[src/rtl/operand_pkg.sv]
// Shared types and helpers for the operand entry stage: one-hot FSM states,
// default operand width and the debounce counter sizing function.
package operand_pkg;

    localparam int DATA_W_DEF = 4;

    // Encodings double as the LEDR[2:0] pattern {PRESENT, GET_B, GET_A}.
    typedef enum logic [2:0] {
        GET_A   = 3'b001,
        GET_B   = 3'b010,
        PRESENT = 3'b100
    } state_t;

    function automatic int debounce_cnt_w(input int cycles);
        return $clog2(cycles + 1);
    endfunction

endpackage

[src/rtl/key_debounce.sv]
// Synchronises one active-low raw key, debounces it and produces a one-cycle
// pulse on every accepted press (1->0 of the accepted level).
module key_debounce
    import operand_pkg::*;
#(
    parameter int DEBOUNCE_CYCLES = 500000
)
(
    input  logic clk,
    input  logic rst,
    input  logic key_raw,
    output logic level,
    output logic press
);

    localparam int CNT_W = debounce_cnt_w(DEBOUNCE_CYCLES);
    localparam logic [CNT_W-1:0] CNT_LIMIT = CNT_W'(DEBOUNCE_CYCLES);

    logic             sync1;
    logic             sync2;
    logic [CNT_W-1:0] cnt;

    // Reset to the released level so a key held through reset is seen as a press.
    always_ff @(posedge clk or posedge rst) begin
        if (rst) begin
            sync1 <= 1'b1;
            sync2 <= 1'b1;
        end else begin
            sync1 <= key_raw;
            sync2 <= sync1;
        end
    end

    // The counter only runs while the synced level disagrees with the accepted one,
    // so any bounce back to the accepted level restarts the stability window.
    always_ff @(posedge clk or posedge rst) begin
        if (rst) begin
            cnt   <= '0;
            level <= 1'b1;
            press <= 1'b0;
        end else begin
            press <= 1'b0;
            if (sync2 == level) begin
                cnt <= '0;
            end else if (cnt + 1'b1 == CNT_LIMIT) begin
                cnt   <= '0;
                level <= sync2;
                press <= ~sync2;
            end else begin
                cnt <= cnt + 1'b1;
            end
        end
    end

endmodule

[src/rtl/operand_sequencer.sv]
// Collects operand A, operand B and the add/subtract mode from the board keys and
// switches, then offers them downstream under a valid/ack handshake.
module operand_sequencer
    import operand_pkg::*;
#(
    parameter int DEBOUNCE_CYCLES = 500000,
    parameter int DATA_W          = DATA_W_DEF
)
(
    input  logic              MAX10_CLK1_50,
    input  logic              RST,
    input  logic [DATA_W-1:0] SW,
    input  logic              KEY_ENTER_N,
    input  logic              KEY_MODE_N,
    input  logic              op_ack,
    output logic [DATA_W-1:0] op_a,
    output logic [DATA_W-1:0] op_b,
    output logic              sub,
    output logic              op_valid,
    output logic [2:0]        state_led
);

    logic [DATA_W-1:0] sw_meta;
    logic [DATA_W-1:0] sw_sync;
    logic              enter_level_unused;
    logic              enter_pulse;
    logic              mode_level;
    logic              mode_press_unused;

    state_t            state;
    state_t            state_next;
    logic [DATA_W-1:0] a_next;
    logic [DATA_W-1:0] b_next;
    logic              sub_next;

    always_ff @(posedge MAX10_CLK1_50 or posedge RST) begin
        if (RST) begin
            sw_meta <= '0;
            sw_sync <= '0;
        end else begin
            sw_meta <= SW;
            sw_sync <= sw_meta;
        end
    end

    key_debounce #(.DEBOUNCE_CYCLES(DEBOUNCE_CYCLES)) u_enter (
        .clk     (MAX10_CLK1_50),
        .rst     (RST),
        .key_raw (KEY_ENTER_N),
        .level   (enter_level_unused),
        .press   (enter_pulse)
    );

    key_debounce #(.DEBOUNCE_CYCLES(DEBOUNCE_CYCLES)) u_mode (
        .clk     (MAX10_CLK1_50),
        .rst     (RST),
        .key_raw (KEY_MODE_N),
        .level   (mode_level),
        .press   (mode_press_unused)
    );

    // A press arriving in PRESENT is dropped, even when it coincides with the ack.
    always_comb begin
        state_next = state;
        a_next     = op_a;
        b_next     = op_b;
        sub_next   = sub;
        unique case (state)
            GET_A: begin
                if (enter_pulse) begin
                    a_next     = sw_sync;
                    state_next = GET_B;
                end
            end
            GET_B: begin
                if (enter_pulse) begin
                    b_next     = sw_sync;
                    sub_next   = ~mode_level;
                    state_next = PRESENT;
                end
            end
            PRESENT: begin
                if (op_ack) begin
                    state_next = GET_A;
                end
            end
            default: state_next = GET_A;
        endcase
    end

    always_ff @(posedge MAX10_CLK1_50 or posedge RST) begin
        if (RST) begin
            state    <= GET_A;
            op_a     <= '0;
            op_b     <= '0;
            sub      <= 1'b0;
            op_valid <= 1'b0;
        end else begin
            state    <= state_next;
            op_a     <= a_next;
            op_b     <= b_next;
            sub      <= sub_next;
            op_valid <= (state_next == PRESENT);
        end
    end

    assign state_led = state;

endmodule
[config.mk]
export PLATFORM = sky130hd
export DESIGN_NAME = operand_sequencer
export DESIGN_NICKNAME = d
export VERILOG_FILES = /design/src/rtl/operand_pkg.sv /design/src/rtl/key_debounce.sv /design/src/rtl/operand_sequencer.sv
export SDC_FILE = /design/constraint.sdc
export NUM_CORES = 1
export LEC_CHECK = 0
export ABC_AREA = 1
export BUFFER_PORTS_ARGS = -buffer_cell sky130_fd_sc_hd__buf_2
export CAP_MARGIN = 20
export CORE_ASPECT_RATIO = 1.4
export CORE_MARGIN = 2
export CORE_UTILIZATION = 25
export CTS_CLUSTER_DIAMETER = 120
export CTS_CLUSTER_SIZE = 10
export DETAILED_ROUTE_END_ITERATION = 12
export GPL_TIMING_DRIVEN = 0
export HOLD_SLACK_MARGIN = 0.15
export PLACE_DENSITY = 0.46
export SETUP_SLACK_MARGIN = 0.15
export SLEW_MARGIN = 20
export SYNTH_ARGS = -nofsm -noshare
export SYNTH_HDL_FRONTEND = slang
export SYNTH_SLANG_ARGS = --single-unit
[constraint.sdc]
create_clock -name MAX10_CLK1_50 -period 1.96 [get_ports MAX10_CLK1_50]
set_input_delay 0 -clock MAX10_CLK1_50 [delete_from_list [all_inputs] [get_ports MAX10_CLK1_50]]
set_output_delay 0 -clock MAX10_CLK1_50 [all_outputs]
set_load 0.005 [all_outputs]
Yosys cells after proc, flatten, opt, wreduce, memory -nomap -nowiden
Index checks and enable logic that the tools add are counted.
{ "totals": {"regBits": 66, "latch_bits": 0, "ram_bits": 0, "romBits": 0, "inputBits": 9, "out_inout_bits": 13, "wordCells": 44, "n_memories": 0} }
{ "classes": {"add_sub_neg": 2, "mul": 0, "div": 0, "magnitude_cmp": 0, "eq_ne": 8, "shift": 0, "mux": 10, "n_bitwise": 4, "n_reduce_logical": 4} }
{ "ops": {"columns": ["op", "count"], "rows": [
  ["2-to-1 mux 19 bit", 4],
  ["adder 19 x 1 -> 19 bit, second input constant", 2],
  ["== test 19 bit, second input constant", 2],
  ["2-to-1 mux 3 bit", 3],
  ["one-hot mux 3 bit (3 select lines)", 1],
  ["AND reduction 2 bit", 4],
  ["== test 3 bit, second input constant", 2],
  ["NOT 1 bit", 4],
  ["== test 3 x 1 -> 1 bit, second input constant", 1],
  ["== test 3 x 2 -> 1 bit, second input constant", 1],
  ["== test 1 bit", 2],
  ["2-to-1 mux 1 bit", 2]
]} }

Depth between registers and ports, before layout
{ "depth": {"word_depth": 4, "depth_mapped": 13, "depth_no_buf": 13} }

By module
From an unflattened synthesis, not the netlist that was laid out.
{ "hier_totals": {"hier_cells": 428, "area_unflattened_um2": 3364.5} }
{ "by_module_without_submodules": {"columns": ["module", "n_inst", "cells_each", "area_each_um2", "seq_area_each_um2"], "rows": [
  ["key_debounce", 2, 183, 1303.8, 579.3],
  ["operand_sequencer", 1, 62, 757.0, 526.8]
]} }

Worst setup path after synthesis
No wires, ideal clock.
{ "synth_path": {"kind": "reg-to-reg", "start": "register u_mode.cnt[0]", "end": "register u_mode.cnt[0]", "setup_ps": 122, "t_arrival_ps": 1595, "t_required_ps": 1838, "slack_ps": 242, "stages_incl_launch_ff": 13, "path_buffers": 0, "period_less_slack_ps": 1718, "path_cell_list": "dfrtp_1 -> ha_1 -> nand2_1 -> nor2_1 -> nand2_1 -> nor2_4 -> nand3b_1 -> nand2_1 -> nand2_1 -> nor2_1 -> nand2_1 -> nand2_4 -> nor2_1"} }
{ "synth_between": {"elab_chain_len": 4} }
{ "synth_lines": {"columns": ["item", "line_no", "text"], "rows": [
  ["start, declared", "key_debounce.sv:21", "logic [CNT_W-1:0] cnt;"],
  ["start signal, assigned", "key_debounce.sv:50", "cnt <= cnt + 1'b1;"],
  ["adder 19 x 1 -> 19 bit *", "key_debounce.sv:45, key_debounce.sv:50", null],
  ["== test 19 bit", "key_debounce.sv:45", "end else if (cnt + 1'b1 == CNT_LIMIT) begin"],
  ["2-to-1 mux 19 bit *", "key_debounce.sv:45", null],
  ["2-to-1 mux 19 bit *", "key_debounce.sv:43", "if (sync2 == level) begin"]
]} }
Mark *: on every way between the ends. The rest lies on a longest branch, timed or not.
A chain may end at the register's enable or synchronous reset.

Worst setup path in the final report
{ "layout_path": {"start": "register u_enter.cnt[0]", "end": "register u_enter.cnt[5]"} }
{ "layout_between": {"elab_chain_len": 4} }
{ "layout_lines": {"columns": ["item", "line_no"], "rows": [
  ["start, declared", "key_debounce.sv:21"],
  ["start signal, assigned", "key_debounce.sv:50"],
  ["adder 19 x 1 -> 19 bit *", "key_debounce.sv:45, key_debounce.sv:50"],
  ["== test 19 bit", "key_debounce.sv:45"],
  ["2-to-1 mux 19 bit *", "key_debounce.sv:45"],
  ["2-to-1 mux 19 bit *", "key_debounce.sv:43"]
]} }
Marks and branches as above.

==> run metrics <==
clock slew seen by the registers of the worst setup and hold paths=~60 ps; NumNets Final=between 500 and 600; pwr dens=700 nW/um2; antenna viol nets, final=0; CTS Root Cell=clkbuf_16; ant diodes=0; Post-Synthesis Cell Area=around 3300 um2; DR pass1 iterations=6; P&R area growth vs syn=36.5%; Critical Path RT=roughly 2200 ps; synth unique cells=23; Die Width=just over 100 um; Area contributors post-synth=dfrtp_1 44%, nand2_1 17%, nor2_1 9.0%; largest net degree at the start of global routing=43; vias in the first global route=about 3k; Commonest cells post-synth=147 x nand2_1, 80 x nor2_1, 64 x inv_1; Final setup violation count=0; fill cell count=approximately 1.4k; die area=~14000 um2; WS Path Type=register to register; residual DRC count=0; GR Overflow Total=0; Vias=2999; Iteration-0 DRC Markers=about 140; total track usage=about an eighth; placed inst area=roughly 3700 um2; hpwl dp=about 5.7 mm; status=finished, final reports clean; layout cells sized above 1=27.6%; wire per inst=~12 um; crit path DAT=2070 ps; clk_skew=roughly 6.7 ps; R2R Setup Slk=~100 ps; Hold Vio Cnt, Final=0; final hold slack=about 190 ps; Sequential Area=about 1700 um2; post-synthesis sequential area ratio=about half; Max Freq=between 500 and 600 MHz; Worst setup startpoint=u_enter.cnt[0]; Tmin final=around 1900 ps; Routed WL=8.19 mm; Yosys top cell by area=dfrtp_1; Mapped Nets=roughly 460; worst-case clock buffer depth=2; max-slew headroom at the worst pin=approximately 64%; FF-to-FF Start=u_enter.cnt[0]; Crit Path Max Fanout=5; CTS tree=yes; EDFF count, synth=0; Syn Inst Count=451; max-slew violation count=0; GPL Wtd Cong=0.788; asr flop ratio synth=100%; CP Capture Type=register; Site Rows=approximately 50; Leak=between 0.002 and 0.0025 uW; cell area after layout=around 4500 um2; yosys warns=0; Ports=22; max-cap viol count=0; first-pass GRT wire length=13.7 mm; Worst Tran Pin Value=around 550 ps; RSZ-0062 raised after global routing=yes; Die H=140 um; Clock Latency Late Sink=about 330 ps; Multi-input gate area=around 1700 um2; top-count cell post-synth=nand2_1; Max VDD drop=around 0.00053 V; Tightest Hold Check Type=primary input to async pin; core area=around 13000 um2; # port buffers=21; top-area cell type share of the netlist area=44.4%; crit share post-route=approximately 95%; H-tree depth reported by CTS=3; clock sinks=66; CTS buffer count=9; Syn Area/Cell=~7.4 um2; Seq cells post-synth=66; Worst setup SP type=register; antenna violations before repair=0; starting density of the core=25.7%; Vias/cell=4.30; Synth Flop Type=dfrtp_1
[per-stage QoR]
step	setup TNS, ps	setup WS [ps]	instances	power, uW	utilization [%]
finish	0	105	697	3180	35.1
global route	-38.8	-32.3	697	3330	35.1
CTS	0	86.7	689	3210	33.3
detailed placement	-1840	-126	651	1520	28.5
global placement	-41490	-682	650	1510	28.2
floorplan	0	242	451	1480	-
[per-layer routing]
layer	GRT usage [%]	routed length [um]	up-vias
li1	-	-	1518
met5	0	0	-
met1	14.2	3330	1440
met3	2.59	169	14
met2	22.1	4520	27
met4	4.34	167	0
[worst max-delay path: stages (launching register included)]
cell	delay [ps]
dfrtp_2	420
ha_4	170
buf_4	110
nand2_1	60
inv_2	70
nand2_1	60
nand2_2	80
nand3_2	80
nor2_1	120
nand3_1	130
nor2_4	150
nand2_4	110
nand2_8	120
nor2_1	50
[path summary, 6_finish.rpt]
| path | to | depth (start not counted) |
|---|---|---|
| worst max-delay path | u_enter.cnt[5] | 13 |
| worst min-delay path | u_mode.cnt[11] | 3 |
| worst max register to register | u_enter.cnt[5] | 13 |
| worst min register to register | sw_sync[2] | 0 |
| max in group asynchronous | u_enter.level | 4 |
| min in group MAX10_CLK1_50 | sw_meta[0] | 2 |
[final cells by class]
| cell class | count | area share (%) |
|---|---|---|
| plain buffers | 2 | 0.165 |
| clock buffers | 9 | 4.96 |
| clock inverters | 7 | 1.71 |
| inverters | 65 | 5.49 |
| multi-input cells | 320 | 37.8 |
| flip-flops and latches | 66 | 36.7 |
| well taps | 178 | 4.91 |
| repair buffers | 50 | 8.24 |
[registers in the layout (all words and copies together) (netlist names)]
signal,flops
sw_meta,4
op_valid,1
u_mode.level,1
u_enter.press,1
op_a,4
u_mode.sync2,1
u_mode.sync1,1
sw_sync,4
u_mode.cnt,19
state_led,3
u_enter.sync1,1
u_enter.level,1
u_enter.cnt,19
u_enter.sync2,1
op_b,4
sub,1
[timing repair]
item | in CTS | in global routing
pin swaps | 17 | 28
endpoints found under the setup margin | 21 | 21
buffers inserted | 12 | 8
endpoints found under the hold margin | 71 | 0
cloned | 2 | 0
gates resized for setup | 34 | 53
hold buffers | 8 | 0
[cell families (layout without fill, tap and decap cells)]
logic type / count (synthesis) / count (layout) / share of synthesized area, %
AND/OR/NAND/NOR: 286 / 288 / 36.4
AO/OA/AOI/OAI: 26 / 26 / 4.25
XOR/XNOR: 4 / 4 / 1.05
buffers and inverters: 67 / 133 / 7.56
adder cells (fa/ha/maj): 2 / 2 / 0.753
flip-flops: 66 / 66 / 49.9
[power by group]
group | switching (uW) | total (uW) | internal (uW)
Clock | 641 | 1640 | 995
Combinational | 79.4 | 134 | 55.0
Sequential | 19.1 | 1410 | 1390
[cells in the final DEF, fill, tap and decap left out, drive strengths merged, types with 3 or more instances in the layout]
master         n
dfrtp         59
dfstp          7
a21oi          7
nor3           5
o21bai         3
nand3b         7
buf           42
dlygate4sd3    8
clkbuf        11
nand3         30
clkinv         3
nand2        154
inv           67
nand4          5
o21ai         15
nor2          87
(Power assumes the default switching activity.)
